`src/rtl/config_loader_if.sv`:
```
// config_loader_if: byte-stream configuration bus (data/valid/ready plus abort).
interface config_loader_if;
    logic [7:0] cfg_data;
    logic       cfg_valid;
    logic       cfg_ready;
    logic       cfg_abort;
    modport master (output cfg_data, cfg_valid, cfg_abort, input cfg_ready);
    modport slave  (input cfg_data, cfg_valid, cfg_abort, output cfg_ready);
endinterface

```
`src/rtl/config_loader.sv`:
```
// config_loader: framed byte loader committing a 24-bit tile config plus use_ff atomically.
// Define CFG_LOADER_CHECKSUM_EN to require a trailing XOR check byte (6-byte frames).
module config_loader (
    input  logic                  clk,
    input  logic                  rst_n,
    config_loader_if.slave        cfg,
    output logic [23:0]           config_bits,
    output logic                  use_ff,
    output logic                  cfg_loaded,
    output logic                  cfg_done,
    output logic                  cfg_error
);
    typedef enum logic [2:0] {
        IDLE,
        DATA,
        FLAGS,
`ifdef CFG_LOADER_CHECKSUM_EN
        CHECK,
`endif
        COMMIT
    } state_t;
    state_t      state, state_nx;
    logic [1:0]  cnt;
    logic [23:0] shadow;
    logic        ready, acc, commit, bad, ff_src;
`ifdef CFG_LOADER_CHECKSUM_EN
    logic        shadow_ff;
    logic [7:0]  chk_x;
    assign chk_x  = shadow[7:0] ^ shadow[15:8] ^ shadow[23:16] ^ {7'b0, shadow_ff};
    assign ff_src = shadow_ff;
`else
    assign ff_src = cfg.cfg_data[0];
`endif
    assign acc           = cfg.cfg_valid && ready;
    assign cfg.cfg_ready = ready;
    assign cfg_done      = state == COMMIT;
    always_comb begin
        state_nx = state;
        commit   = 1'b0;
        bad      = 1'b0;
        if (cfg.cfg_abort)
            state_nx = IDLE;
        else
            case (state)
                IDLE:   if (acc && cfg.cfg_data == 8'hA5) state_nx = DATA;
                DATA:   if (acc && cnt == 2'd2) state_nx = FLAGS;
                FLAGS:  if (acc) begin
                            bad = |cfg.cfg_data[7:1];
`ifdef CFG_LOADER_CHECKSUM_EN
                            state_nx = bad ? IDLE : CHECK;
`else
                            commit   = !bad;
                            state_nx = bad ? IDLE : COMMIT;
`endif
                        end
`ifdef CFG_LOADER_CHECKSUM_EN
                CHECK:  if (acc) begin
                            bad      = cfg.cfg_data != chk_x;
                            commit   = !bad;
                            state_nx = bad ? IDLE : COMMIT;
                        end
`endif
                default: state_nx = IDLE;
            endcase
    end
    always_ff @(posedge clk or negedge rst_n) begin
        if (!rst_n) begin
            state       <= IDLE;
            cnt         <= 2'd0;
            shadow      <= 24'd0;
            ready       <= 1'b0;
            cfg_error   <= 1'b0;
            config_bits <= 24'd0;
            use_ff      <= 1'b0;
            cfg_loaded  <= 1'b0;
`ifdef CFG_LOADER_CHECKSUM_EN
            shadow_ff   <= 1'b0;
`endif
        end else begin
            state     <= state_nx;
            ready     <= state_nx != COMMIT;
            cfg_error <= bad;
            cnt       <= (state == DATA && state_nx == DATA) ? cnt + {1'b0, acc} : 2'd0;
            if (cfg.cfg_abort)
                shadow <= 24'd0;
            else if (acc && state == DATA)
                shadow[{cnt, 3'b000} +: 8] <= cfg.cfg_data;
`ifdef CFG_LOADER_CHECKSUM_EN
            if (cfg.cfg_abort)
                shadow_ff <= 1'b0;
            else if (acc && state == FLAGS)
                shadow_ff <= cfg.cfg_data[0];
`endif
            if (commit) begin
                config_bits <= shadow;
                use_ff      <= ff_src;
                cfg_loaded  <= 1'b1;
            end
        end
    end
endmodule

```
`src/flat_wrapper.sv`:
```
// flat-port wrapper written by rule: the top's interface ports become plain ports
module config_loader_flat 
  (clk, rst_n, config_bits, use_ff, cfg_loaded, cfg_done, cfg_error, cfg_cfg_data, cfg_cfg_valid, cfg_cfg_abort, cfg_cfg_ready);
  config_loader_if cfg_i ();
  input  logic clk;
  input  logic rst_n;
  output logic [23:0] config_bits;
  output logic use_ff;
  output logic cfg_loaded;
  output logic cfg_done;
  output logic cfg_error;
  input wire logic [$bits(cfg_i.cfg_data)-1:0] cfg_cfg_data;
  input wire logic [$bits(cfg_i.cfg_valid)-1:0] cfg_cfg_valid;
  input wire logic [$bits(cfg_i.cfg_abort)-1:0] cfg_cfg_abort;
  output wire logic [$bits(cfg_i.cfg_ready)-1:0] cfg_cfg_ready;
  assign cfg_i.cfg_data = cfg_cfg_data;
  assign cfg_i.cfg_valid = cfg_cfg_valid;
  assign cfg_i.cfg_abort = cfg_cfg_abort;
  assign cfg_cfg_ready = cfg_i.cfg_ready;
  config_loader u_core (.clk(clk), .rst_n(rst_n), .cfg(cfg_i), .config_bits(config_bits), .use_ff(use_ff), .cfg_loaded(cfg_loaded), .cfg_done(cfg_done), .cfg_error(cfg_error));
endmodule
```
`config.mk`:
```
export PLATFORM = sky130hd
export DESIGN_NAME = config_loader_flat
export DESIGN_NICKNAME = d
export VERILOG_FILES = /design/src/rtl/config_loader_if.sv /design/src/rtl/config_loader.sv /design/src/flat_wrapper.sv
export SDC_FILE = /design/constraint.sdc
export NUM_CORES = 1
export LEC_CHECK = 0
export CORE_ASPECT_RATIO = 1.2
export CORE_MARGIN = 2
export CORE_UTILIZATION = 52
export CTS_CLUSTER_SIZE = 40
export DETAILED_ROUTE_END_ITERATION = 12
export PLACE_DENSITY = 0.78
export SYNTH_ARGS = -nofsm -noshare
export SYNTH_HDL_FRONTEND = slang
export SYNTH_SLANG_ARGS = --single-unit
```
`constraint.sdc`:
```
create_clock -name clk -period 1.8 [get_ports clk]
set_input_delay 0.27 -clock clk [delete_from_list [all_inputs] [get_ports clk]]
set_output_delay 0.27 -clock clk [all_outputs]
set_load 0.05 [all_outputs]
```
After elaboration in Yosys (flattened, before gate mapping)
Index checks and enable logic that the tools add are counted.
{"block": "totals", "inputBits": 12, "ff_bits": 57, "out_inout_bits": 29, "word_cells": 44}
{"block": "op_classes", "n_eq_ne": 7, "shift": 2, "addsub": 2, "n_reduce_logical": 9, "n_mux": 16}
{"cell": "two-way mux 24 bit", "count": 2}
{"cell": "bitwise mux 24 bit", "count": 1}
{"cell": "variable shift 8 x 7 -> 24 bit, first input constant", "count": 1}
{"cell": "variable part select 8 x 7 -> 24 bit", "count": 1}
{"cell": "two-way mux 3 bit", "count": 4}
{"cell": "one-hot mux 3 bit (3 select lines)", "count": 1}
{"cell": "== test 8 bit, second input constant", "count": 1}
{"cell": "negator 5 -> 7 bit", "count": 1}
{"cell": "OR reduction 7 bit", "count": 1}
{"cell": "== test 3 x 1 -> 1 bit, second input constant", "count": 2}
{"cell": "== test 3 x 2 -> 1 bit, second input constant", "count": 2}
{"cell": "two-way mux 1 bit", "count": 6}
{"cell": "logical AND 1 bit", "count": 5}
{"cell": "two-way mux 2 bit", "count": 2}
{"cell": "zero test 3 bit", "count": 1}
{"cell": "!= test 3 x 2 -> 1 bit, second input constant", "count": 1}
{"cell": "adder 2 x 1 -> 2 bit", "count": 1}
{"cell": "== test 2 bit, second input constant", "count": 1}
{"cell": "nonzero test 2 bit", "count": 1}
{"cell": "zero test 1 bit", "count": 1}

Longest topological paths before layout
Gate-level depths: netlist (run 1).
{"block": "logic_depth", "ltp_word": 8, "mapped_depth": 7}

Worst setup path after synthesis (run 1)
OpenSTA, ideal clock, no wires.
{"block": "synth_path", "path_kind": "register to register", "from": "register u_core.ready, in the netlist u_core.cfg.cfg_ready", "to": "register u_core.config_bits[10]", "setup_slack_ns": 0.022, "path_buffers": 1, "arrival_time_ns": 1.653, "setup_ns": 0.125, "stages_incl_launch_ff": 6, "t_required_ns": 1.675, "cell_sequence": "dfrtp_1 nand2_1 nor2_1 nand4_4 buf_6 mux2_4"}
{"block": "synth_between", "elab_chain_len": 4}
{"element": "start: declaration", "line": "config_loader.sv:25", "rtl": "logic ready, acc, commit, bad, ff_src;"}
{"element": "start signal: assignment", "line": "config_loader.sv:71", "rtl": "ready <= 1'b0;"}
{"element": "start signal: assignment", "line": "config_loader.sv:81", "rtl": "ready <= state_nx != COMMIT;"}
{"element": "logical AND 1 bit", "line": "config_loader.sv:34", "rtl": "assign acc = cfg.cfg_valid && ready;"}
{"element": "two-way mux 1 bit", "line": "config_loader.sv:47", "rtl": "FLAGS: if (acc) begin"}
{"element": "two-way mux 1 bit", "line": "config_loader.sv:44", "rtl": "case (state)"}
{"element": "two-way mux 1 bit", "line": "config_loader.sv:41", "rtl": "if (cfg.cfg_abort)"}
{"element": "end signal: assignment", "line": "config_loader.sv:95", "rtl": "config_bits <= shadow;"}
{"element": "end: declaration", "line": "config_loader.sv:7", "rtl": "output logic [23:0] config_bits,"}
Every way passes these cells.
A chain may end at the register's enable or synchronous reset.

Worst setup path in the final report (run 1)
{"block": "layout_path", "from": "register u_core.config_bits[0]", "to": "output port config_bits[0]"}
{"element": "end: declaration", "line": "flat_wrapper.sv:7", "rtl": "output logic [23:0] config_bits;"}
No word-level cell between the ends.

==> reports/metrics.cfg, run 1 <==
[status]
status = finished, final reports clean

[placement]
portBuffers = 40
gp_congestion = 0.943
place_ws_ns = -0.224
dpl.hpwl_microns = 3570

[routing]
viasPerCell = 5.02
drc = 0
antenna_left = 0
drtIter0Drc = 73
drt_wl_total_microns = 5040
drtPass1Iterations = 4
num_vias = 1692
wl_per_cell_microns = 15.0

[logic_synthesis]
synthSimpleGateAreaFrac_pct = 16.0
syn-cell-area_sq_um = 2450
synthMuxAreaShare_pct = 14.4
yosys.area_share.adder_pct = 2.04
ys_seq_area_share_pct = 58.2
syn_inst = 208
synth_cell_types = 30
synthesis.nets = 224
synth_top_area_cell = dfrtp_1
yosys_warnings = 0
ys.flop_type = dfrtp_1
synthTopCellsByArea = dfrtp_1 58%, mux2_4 12%, nand2_1 8.0%
yosys.area.top_type_share_pct = 58.2
synth_top_family_by_area = simple AND/OR/NAND/NOR gates
avgSynthCellArea_sq_um = 11.8
synth_compound_area_share_pct = 6.38
synth_xor_area_share_pct = 0.357
async_flop_share_pct = 100
synth-edff-count = 0
synth-seq-cells = 57

[cts]
numCtsBuffers = 9
post_cts_buffers = 0
clkLatencyLatePin_ns = 0.33
clockRootBuffer = clkbuf_8
clock-sinks = 57
max-clock-path-buffers = 2
htreeDepth = 3
clk_pin_slew_ns = 0.07
cts_tree = done

[worst_setup_path]
worstSetupPathType = flip-flop to output port
critPathSlowestCell = clkdlybuf4s50_1
critPathBufInv = 1
start_kind = flip-flop
slowest_delay_ns = 0.81
crit_family = buffers and inverters
critical_path.max_fanout = 2
cp_cell_sequence = clkdlybuf4s50_1
crit_arrival_ns = 1.49
setup.worst_path.end_class = output port
crit_required_ns = 1.53

[power_and_ir_drop]
ir_worst_vdd_uv = 591
powerDensity_nw_per_um2 = 844
power_w = 0.00280
p_leak_nw = 1.73

[final_layout]
antenna_cells = 0
drive_gt1_share_pct = 28.3
final_common_cell = dfrtp_1
area_growth_pct = 35.5
final_nets = 290
final_cell_mix = 57 x dfrtp_1, 52 x nand2_1, 28 x buf_4

[grt]
grt_start_max_net_pins = 41
overflow = 0
grt.total_usage_pct = 22.2
grt_pass1_vias = 1752
antenna_found_initial = 0
grt_pass1_wl_microns = 8400

[worst_hold_path]
min-delay-path-class = primary input to async pin

[sta]
layout_setup_ws_ns = 0.0382
drv_slew = 0
tightest_slew_ns = 0.536
min_period_over_period_pct = 97.9
finClkSkew_ns = 0.00569
layout_min_cycle_time_ns = 1.76
slew_headroom_pct = 64.2
hold_viol = 0
rsz0062_at_grt = yes
setup_viol = 0
timing.fmax_ghz = 0.568

[floorplan]
start_util_pct = 53.8
design.core.area_sq_um = 4560
pin_count = 41
rows = 27
die_w_microns = 66.7
die_h_microns = 79.2
dieArea_sq_um = 5280

[flow_run]
drv_cap = 0

## per-stage QoR
stage	cell area [sq um]	setup TNS (ns)	hold slack [ns]	instances	utilization, %
2_1_floorplan	2450	0	-0.0256	208	-
3_3_place_gp	3060	-3.72	0.233	320	67.1
3_5_place_dp	3060	-5.22	0.244	320	67.1
4_1_cts	3300	0	0.414	337	72.3
5_1_grt	3320	0	0.467	337	72.8
6_report	3320	0	0.436	337	72.8
## state kept, by name (all words and copies together), names as in the netlist
name,flops
u_core.cnt,2
u_core.cfg_loaded,1
u_core.config_bits,24
u_core.cfg.cfg_ready,1
u_core.cfg_error,1
u_core.state,3
u_core.use_ff,1
u_core.shadow,24
## metal layers
layer  GRT usage, %  vias up  routed length, microns
met5              0        -                       0
met4           12.9        0                     106
met3           4.25        9                     182
met2           36.6       36                    2700
met1           26.7      810                    2060
li1               -      837                       -
## kinds of logic (layout without fill, tap and decap cells)
family | count (synthesis) | count (layout)
xor+xnor | 1 | 1
compound gates | 30 | 30
flops | 57 | 57
simple gates | 78 | 78
other cells | 1 | 1
mux | 25 | 25
fa+ha+maj | 4 | 4
buf+inv | 12 | 83
## layout make-up
| type | instances | area, sq um |
|---|---|---|
| clock inverter | 5 | 77.6 |
| multi-input combinational | 139 | 970 |
| fill | 330 | 1240 |
| inverter | 3 | 11.3 |
| clock buffer | 11 | 151 |
| timing repair buffer | 64 | 613 |
| sequential | 57 | 1430 |
| tap | 58 | 72.6 |
## timing repair
item	4_1_cts	5_1_grt
hold buffers	1	0
setup endpoints to repair	0	17
endpoints found under the hold margin	17	0
gates resized for setup	0	11
## final timing paths
check	cells past startpoint	startpoint	to	slack, ns
worst min register to register	1	u_core.cfg_loaded	u_core.cfg_loaded	0.48
worst max register to register	6	u_core.cnt[1]	u_core.shadow[10]	0.15
worst max-delay path	1	u_core.config_bits[0]	config_bits[0]	0.04
worst min-delay path	2	rst_n	u_core.config_bits[1]	0.44
min in group clk	1	u_core.cfg_loaded	u_core.cfg_loaded	0.48
max in group asynchronous	3	rst_n	u_core.shadow[15]	0.81
## Yosys cell counts (all sizes together) (3+ instances only)
cell type / instances
nand2: 52
dfrtp: 57
mux2: 25
nor2: 5
o21ai: 25
buf: 3
and3: 3
a31oi: 3
ha: 4
clkbuf: 6
nor3b: 3
inv: 3
## power breakdown
group | internal, W | total [W] | switching [W]
sequential | 0.00130 | 0.00131 | 0.00000939
clock | 0.000849 | 0.00135 | 0.000499
combinational | 0.0000633 | 0.000149 | 0.0000857
(Power assumes the default switching activity.)
==> inputs of run 2 (changes only) <==
Settings changed: CORE_MARGIN 2 to 4, HOLD_SLACK_MARGIN set to 0.06, PLACE_DENSITY 0.78 to 0.82.
==> reports/metrics.cfg, run 2 (synthesized netlist as in run 1, its figures left out) <==
[worst_setup_path]
worst-path-stages = 1  ; unchanged
r2r_end = u_core.shadow[11]
critical_path.max_fanout = 2  ; unchanged
crit_family = buffers and inverters
crit_required_ns = 1.53  ; about the same
setup.worst_path.end_class = output port
cp_cell_sequence = clkdlybuf4s50_1
slowest_delay_ns = 0.82  ; about the same
r2r_slack_ns = 0.24  ; +0.09 ns
start_kind = flip-flop
critPathSlowestCell = clkdlybuf4s50_1
crit_arrival_ns = 1.51  ; +0.02 ns
critPathBufInv = 1  ; unchanged
r2r-start = u_core.cnt[1]
worstSetupPathType = flip-flop to output port
reg2regPathDepth = 6  ; unchanged

[floorplan]
die_h_microns = 83.2  ; +5.0%
rows = 27  ; unchanged
pin_count = 41  ; unchanged
dieArea_sq_um = 5880  ; +11%
start_util_pct = 53.8  ; unchanged
die_w_microns = 70.7  ; +6.0%
design.core.area_sq_um = 4560  ; unchanged

[routing]
viasPerCell = 5.12  ; +2.0%
drc = 0  ; unchanged
antenna_left = 0  ; unchanged
num_vias = 1705  ; +0.77%
drtIter0Drc = 125  ; +71%
drtPass1Iterations = 5  ; +1
drt_wl_total_microns = 4980  ; -1.2%
wl_per_cell_microns = 15.0  ; about the same

[final_layout]
final_nets = 289  ; -0.34%
area_growth_pct = 32.3
final_cell_mix = 57 x dfrtp_1, 52 x nand2_1, 27 x clkdlybuf4s50_1, 27 x buf_4, 25 x o21ai_0
largestRegisters = u_core.config_bits (24), u_core.shadow (24), u_core.state (3)
antenna_cells = 0  ; unchanged
final_common_cell = dfrtp_1
drive_gt1_share_pct = 27.6  ; -0.68 points
final.fill_count = 317  ; -3.9%
final_core_util_pct = 71.2  ; -1.7 points

[grt]
overflow = 0  ; unchanged
antenna_found_initial = 0  ; unchanged
grt_pass1_vias = 1772  ; +1.1%
grt_pass1_wl_microns = 8510  ; +1.4%
grt_start_max_net_pins = 58  ; +41%
grt.total_usage_pct = 18.7  ; -3.5 points

[power_and_ir_drop]
ir_worst_vdd_uv = 551  ; -6.6%
p_leak_nw = 1.62  ; -6.1%
powerDensity_nw_per_um2 = 741  ; -12%

[sta]
layout_min_cycle_time_ns = 1.78  ; +0.0158 ns
holdWs_ns = 0.474  ; +0.0372 ns
min_period_over_period_pct = 98.8  ; +0.88 points
tightest_slew_ns = 0.508  ; -0.0276 ns
slew_headroom_pct = 66.1  ; +1.8 points
tns_ns = 0  ; unchanged
rsz0062_at_grt = no
hold_viol = 0  ; unchanged
setup_viol = 0  ; unchanged
finClkSkew_ns = 0.00596  ; +0.000268 ns
timing.fmax_ghz = 0.563  ; -0.89%
drv_slew = 0  ; unchanged

[placement]
portBuffers = 40  ; unchanged
dpl.hpwl_microns = 3580  ; +0.18%
gp_congestion = 0.855  ; -9.3%

[worst_hold_path]
hold_end = u_core.cfg_loaded
min-delay-path-class = flip-flop to flip-flop
holdPathStages = 1
min_from = u_core.cfg_loaded

[cts]
numCtsBuffers = 9  ; unchanged
clkLatencyLatePin_ns = 0.32  ; about the same
max-clock-path-buffers = 2  ; unchanged
cts_tree = done
clk_pin_slew_ns = 0.06  ; about the same
clock-sinks = 57  ; unchanged
clockRootBuffer = clkbuf_8
htreeDepth = 3  ; unchanged

[flow_run]
drv_cap = 0  ; unchanged

[status]
status = finished, final reports clean

[run 2: cell types whose count changed in the layout (fill, tap and decap cells not counted), sizes merged]
cell,previous run,this run
dlymetal6s2s,7,3
clkdlybuf4s50,24,27
bufinv,2,0
clkbuf,11,12
clkinv,2,1
clkinvlp,1,0
[run 2: cell type report]
cell class                      count  area (sq um)  share of cell area (%)
Sequential cell                    57          1430                    43.9
Multi-Input combinational cell    139           980                    30.2
Timing Repair Buffer               63           606                    18.7
Clock buffer                       12           145                    4.47
Tap cell                           58          72.6                    2.24
Inverter                            3          11.3                   0.347
Clock inverter                      1          5.00                   0.154
[run 2: power by group]
group | leakage, nW | switching [W] | internal (W)
clock network | 0.0782 | 0.000441 | 0.000512
registers | 0.782 | 0.00000842 | 0.00130
logic | 0.760 | 0.0000824 | 0.0000635
[run 2: worst max-delay path by stage]
stage,start,slack [ns],end
floorplan,u_core.cfg.cfg_ready,0.02,u_core.config_bits[10]
global placement,cfg_cfg_data[1],-0.17,u_core.config_bits[9]
detailed placement,cfg_cfg_data[1],-0.20,u_core.config_bits[23]
CTS,u_core.config_bits[5],0.01,config_bits[5]
global route,u_core.config_bits[6],0.004,config_bits[6]
finish,u_core.config_bits[1],0.02,config_bits[1]
[run 2: repair_timing]
item	CTS	global route
hold buffers	1	0
gates resized for setup	0	8
endpoints found under the hold margin	57	0
setup buffers	0	0
setup endpoints to repair	0	19
[run 2: stage by stage]
stage | setup slack [ns] | total power [W] | cells | instance area [sq um]
after global routing | 0.00394 | 0.00252 | 333 | 3250
after detailed placement | -0.204 | 0.00147 | 319 | 3060
final | 0.0224 | 0.00240 | 333 | 3250
after global placement | -0.175 | 0.00147 | 319 | 3060
after CTS | 0.0110 | 0.00244 | 333 | 3220
after floorplan | 0.0215 | 0.00137 | 208 | 2450
[run 2: per-layer routing]
metal	vias up	global-route usage, %	share of wire (%)
met3	9	4.00	4.3
met1	827	23.6	42
met5	-	0	0
li1	827	-	-
met2	42	30.3	51
met4	0	8.72	2.1
==> inputs of run 3 (changes only) <==
Settings changed: CORE_MARGIN 4 to 2.
==> reports/metrics.cfg, run 3 (synthesized netlist as in run 1, its figures left out) <==
[grt]
grt_pass1_wl_microns = 8670  ; +1.9%
overflow = 0  ; unchanged
antenna_found_initial = 0  ; unchanged
grt_start_max_net_pins = 41  ; -29%
grt_pass1_vias = 1768  ; -0.23%
grt.total_usage_pct = 23.0  ; +4.3 points

[sta]
tightest_slew_ns = 0.527  ; +0.0193 ns
slew_headroom_pct = 64.8  ; -1.3 points
layout_min_cycle_time_ns = 1.75  ; -0.0265 ns
layout_setup_ws_ns = 0.0489  ; +0.0265 ns
hold_viol = 0  ; unchanged
finClkSkew_ns = 0.00928  ; +0.00332 ns
timing.fmax_ghz = 0.571  ; +1.5%
min_period_over_period_pct = 97.3  ; -1.5 points
tns_ns = 0  ; unchanged
setup_viol = 0  ; unchanged
drv_slew = 0  ; unchanged

[worst_setup_path]
critPathBufInv = 1  ; unchanged
setup.worst_path.end_class = output port
cp_cell_sequence = clkdlybuf4s50_1
crit_arrival_ns = 1.48  ; -0.03 ns
worstSetupPathType = flip-flop to output port
reg2regPathDepth = 6  ; unchanged
r2r_slack_ns = 0.11  ; -0.13 ns
critPathSlowestCell = clkdlybuf4s50_1
r2r_end = u_core.shadow[20]
start_kind = flip-flop
slowest_delay_ns = 0.80  ; -0.02 ns
crit_required_ns = 1.53  ; about the same
critical_path.max_fanout = 2  ; unchanged
r2r-start = u_core.cnt[1]
crit_family = buffers and inverters

[cts]
post_cts_buffers = 0  ; unchanged
clock-sinks = 57  ; unchanged
numCtsBuffers = 9  ; unchanged
htreeDepth = 3  ; unchanged
cts_tree = done
clkLatencyLatePin_ns = 0.34  ; +0.02 ns
clk_pin_slew_ns = 0.06  ; about the same
clockRootBuffer = clkbuf_8
max-clock-path-buffers = 2  ; unchanged

[floorplan]
die_w_microns = 66.7  ; -5.7%
dieArea_sq_um = 5280  ; -10%
design.core.area_sq_um = 4560  ; unchanged
rows = 27  ; unchanged
start_util_pct = 53.8  ; unchanged
pin_count = 41  ; unchanged
die_h_microns = 79.2  ; -4.8%

[placement]
portBuffers = 40  ; unchanged
dpl.hpwl_microns = 3650  ; +2.0%
place_ws_ns = -0.240  ; -0.0357 ns
dpl.cell_count = 321  ; +0.63%
gp_congestion = 0.877  ; +2.5%

[routing]
num_vias = 1743  ; +2.2%
drtPass1Iterations = 4  ; -1
wl_per_cell_microns = 15.3  ; +2.6%
antenna_left = 0  ; unchanged
drt_wl_total_microns = 5170  ; +3.8%
viasPerCell = 5.17  ; +1.0%
drtIter0Drc = 129  ; +3.2%
drc = 0  ; unchanged

[power_and_ir_drop]
p_leak_nw = 1.88  ; +16%
powerDensity_nw_per_um2 = 822  ; +11%
power_w = 0.00274  ; +14%
ir_worst_vdd_uv = 967  ; +75%

[final_layout]
antenna_cells = 0  ; unchanged
drive_gt1_share_pct = 27.6  ; -0.038 points
final_cell_mix = 57 x dfrtp_1, 52 x nand2_1, 28 x buf_4
largestRegisters = u_core.config_bits (24), u_core.shadow (24), u_core.state (3)
final_common_cell = dfrtp_1
area_growth_pct = 36.2
final_nets = 291  ; +0.69%
finalNonFillerCells = 337  ; +1.2%

[flow_run]
drv_cap = 0  ; unchanged

[status]
status = finished, final reports clean

[worst_hold_path]
min-delay-path-class = primary input to async pin

run 3: power breakdown:
group          internal (W)  leakage [nW]  total (W)  switching, W
Sequential          0.00130         0.782    0.00131    0.00000869
Clock              0.000808         0.106    0.00129      0.000482
Combinational     0.0000635         0.993   0.000149     0.0000851
Total               0.00217          1.88    0.00274      0.000576
run 3: cell type report:
type,count,area [sq um]
clock buffer,12,145
clock inverter,3,65.1
fill,312,1220
inverter,3,11.3
multi-input combinational,139,966
sequential,57,1430
tap,58,72.6
timing repair buffer,65,653
run 3: worst register-to-register path: stages (launching register included):
cell,delay (ns)
dfrtp_1,0.38
inv_1,0.07
ha_1,0.30
nor3b_1,0.27
and3_2,0.33
nand2_1,0.09
o21ai_0,0.16
run 3: how the worst max path moves through the flow:
stage / start / to / slack [ns] / cells after the start
2_1_floorplan: u_core.cfg.cfg_ready / u_core.config_bits[10] / 0.02 / 5
3_3_place_gp: cfg_cfg_data[1] / u_core.config_bits[10] / -0.18 / 6
3_5_place_dp: cfg_cfg_data[1] / u_core.config_bits[23] / -0.24 / 6
4_1_cts: u_core.config_bits[4] / config_bits[4] / 0.005 / 1
5_1_grt: u_core.cnt[0] / u_core.shadow[20] / -0.06 / 6
6_report: u_core.config_bits[5] / config_bits[5] / 0.05 / 1
run 3: routing by layer:
layer | wire length (microns) | global-route usage (%) | vias up
li1 | - | - | 839
met1 | 2170 | 28.4 | 849
met2 | 2680 | 36.1 | 47
met3 | 249 | 8.92 | 8
met4 | 69 | 8.78 | 0
met5 | 0 | 0 | -
run 3: what timing repair did:
action                                 4_1_cts  5_1_grt
hold buffers                                 1        0
gates resized for setup                      0       17
setup endpoints to repair                    0       25
endpoints found under the hold margin       17        0
run 3: metrics by stage:
stage / utilization (%) / cell area, sq um / hold WS [ns]
global route: 73.2 / 3340 / 0.447
floorplan: - / 2450 / -0.0256
CTS: 72.3 / 3300 / 0.409
global placement: 67.5 / 3080 / 0.224
detailed placement: 67.5 / 3080 / 0.228
finish: 73.2 / 3340 / 0.404
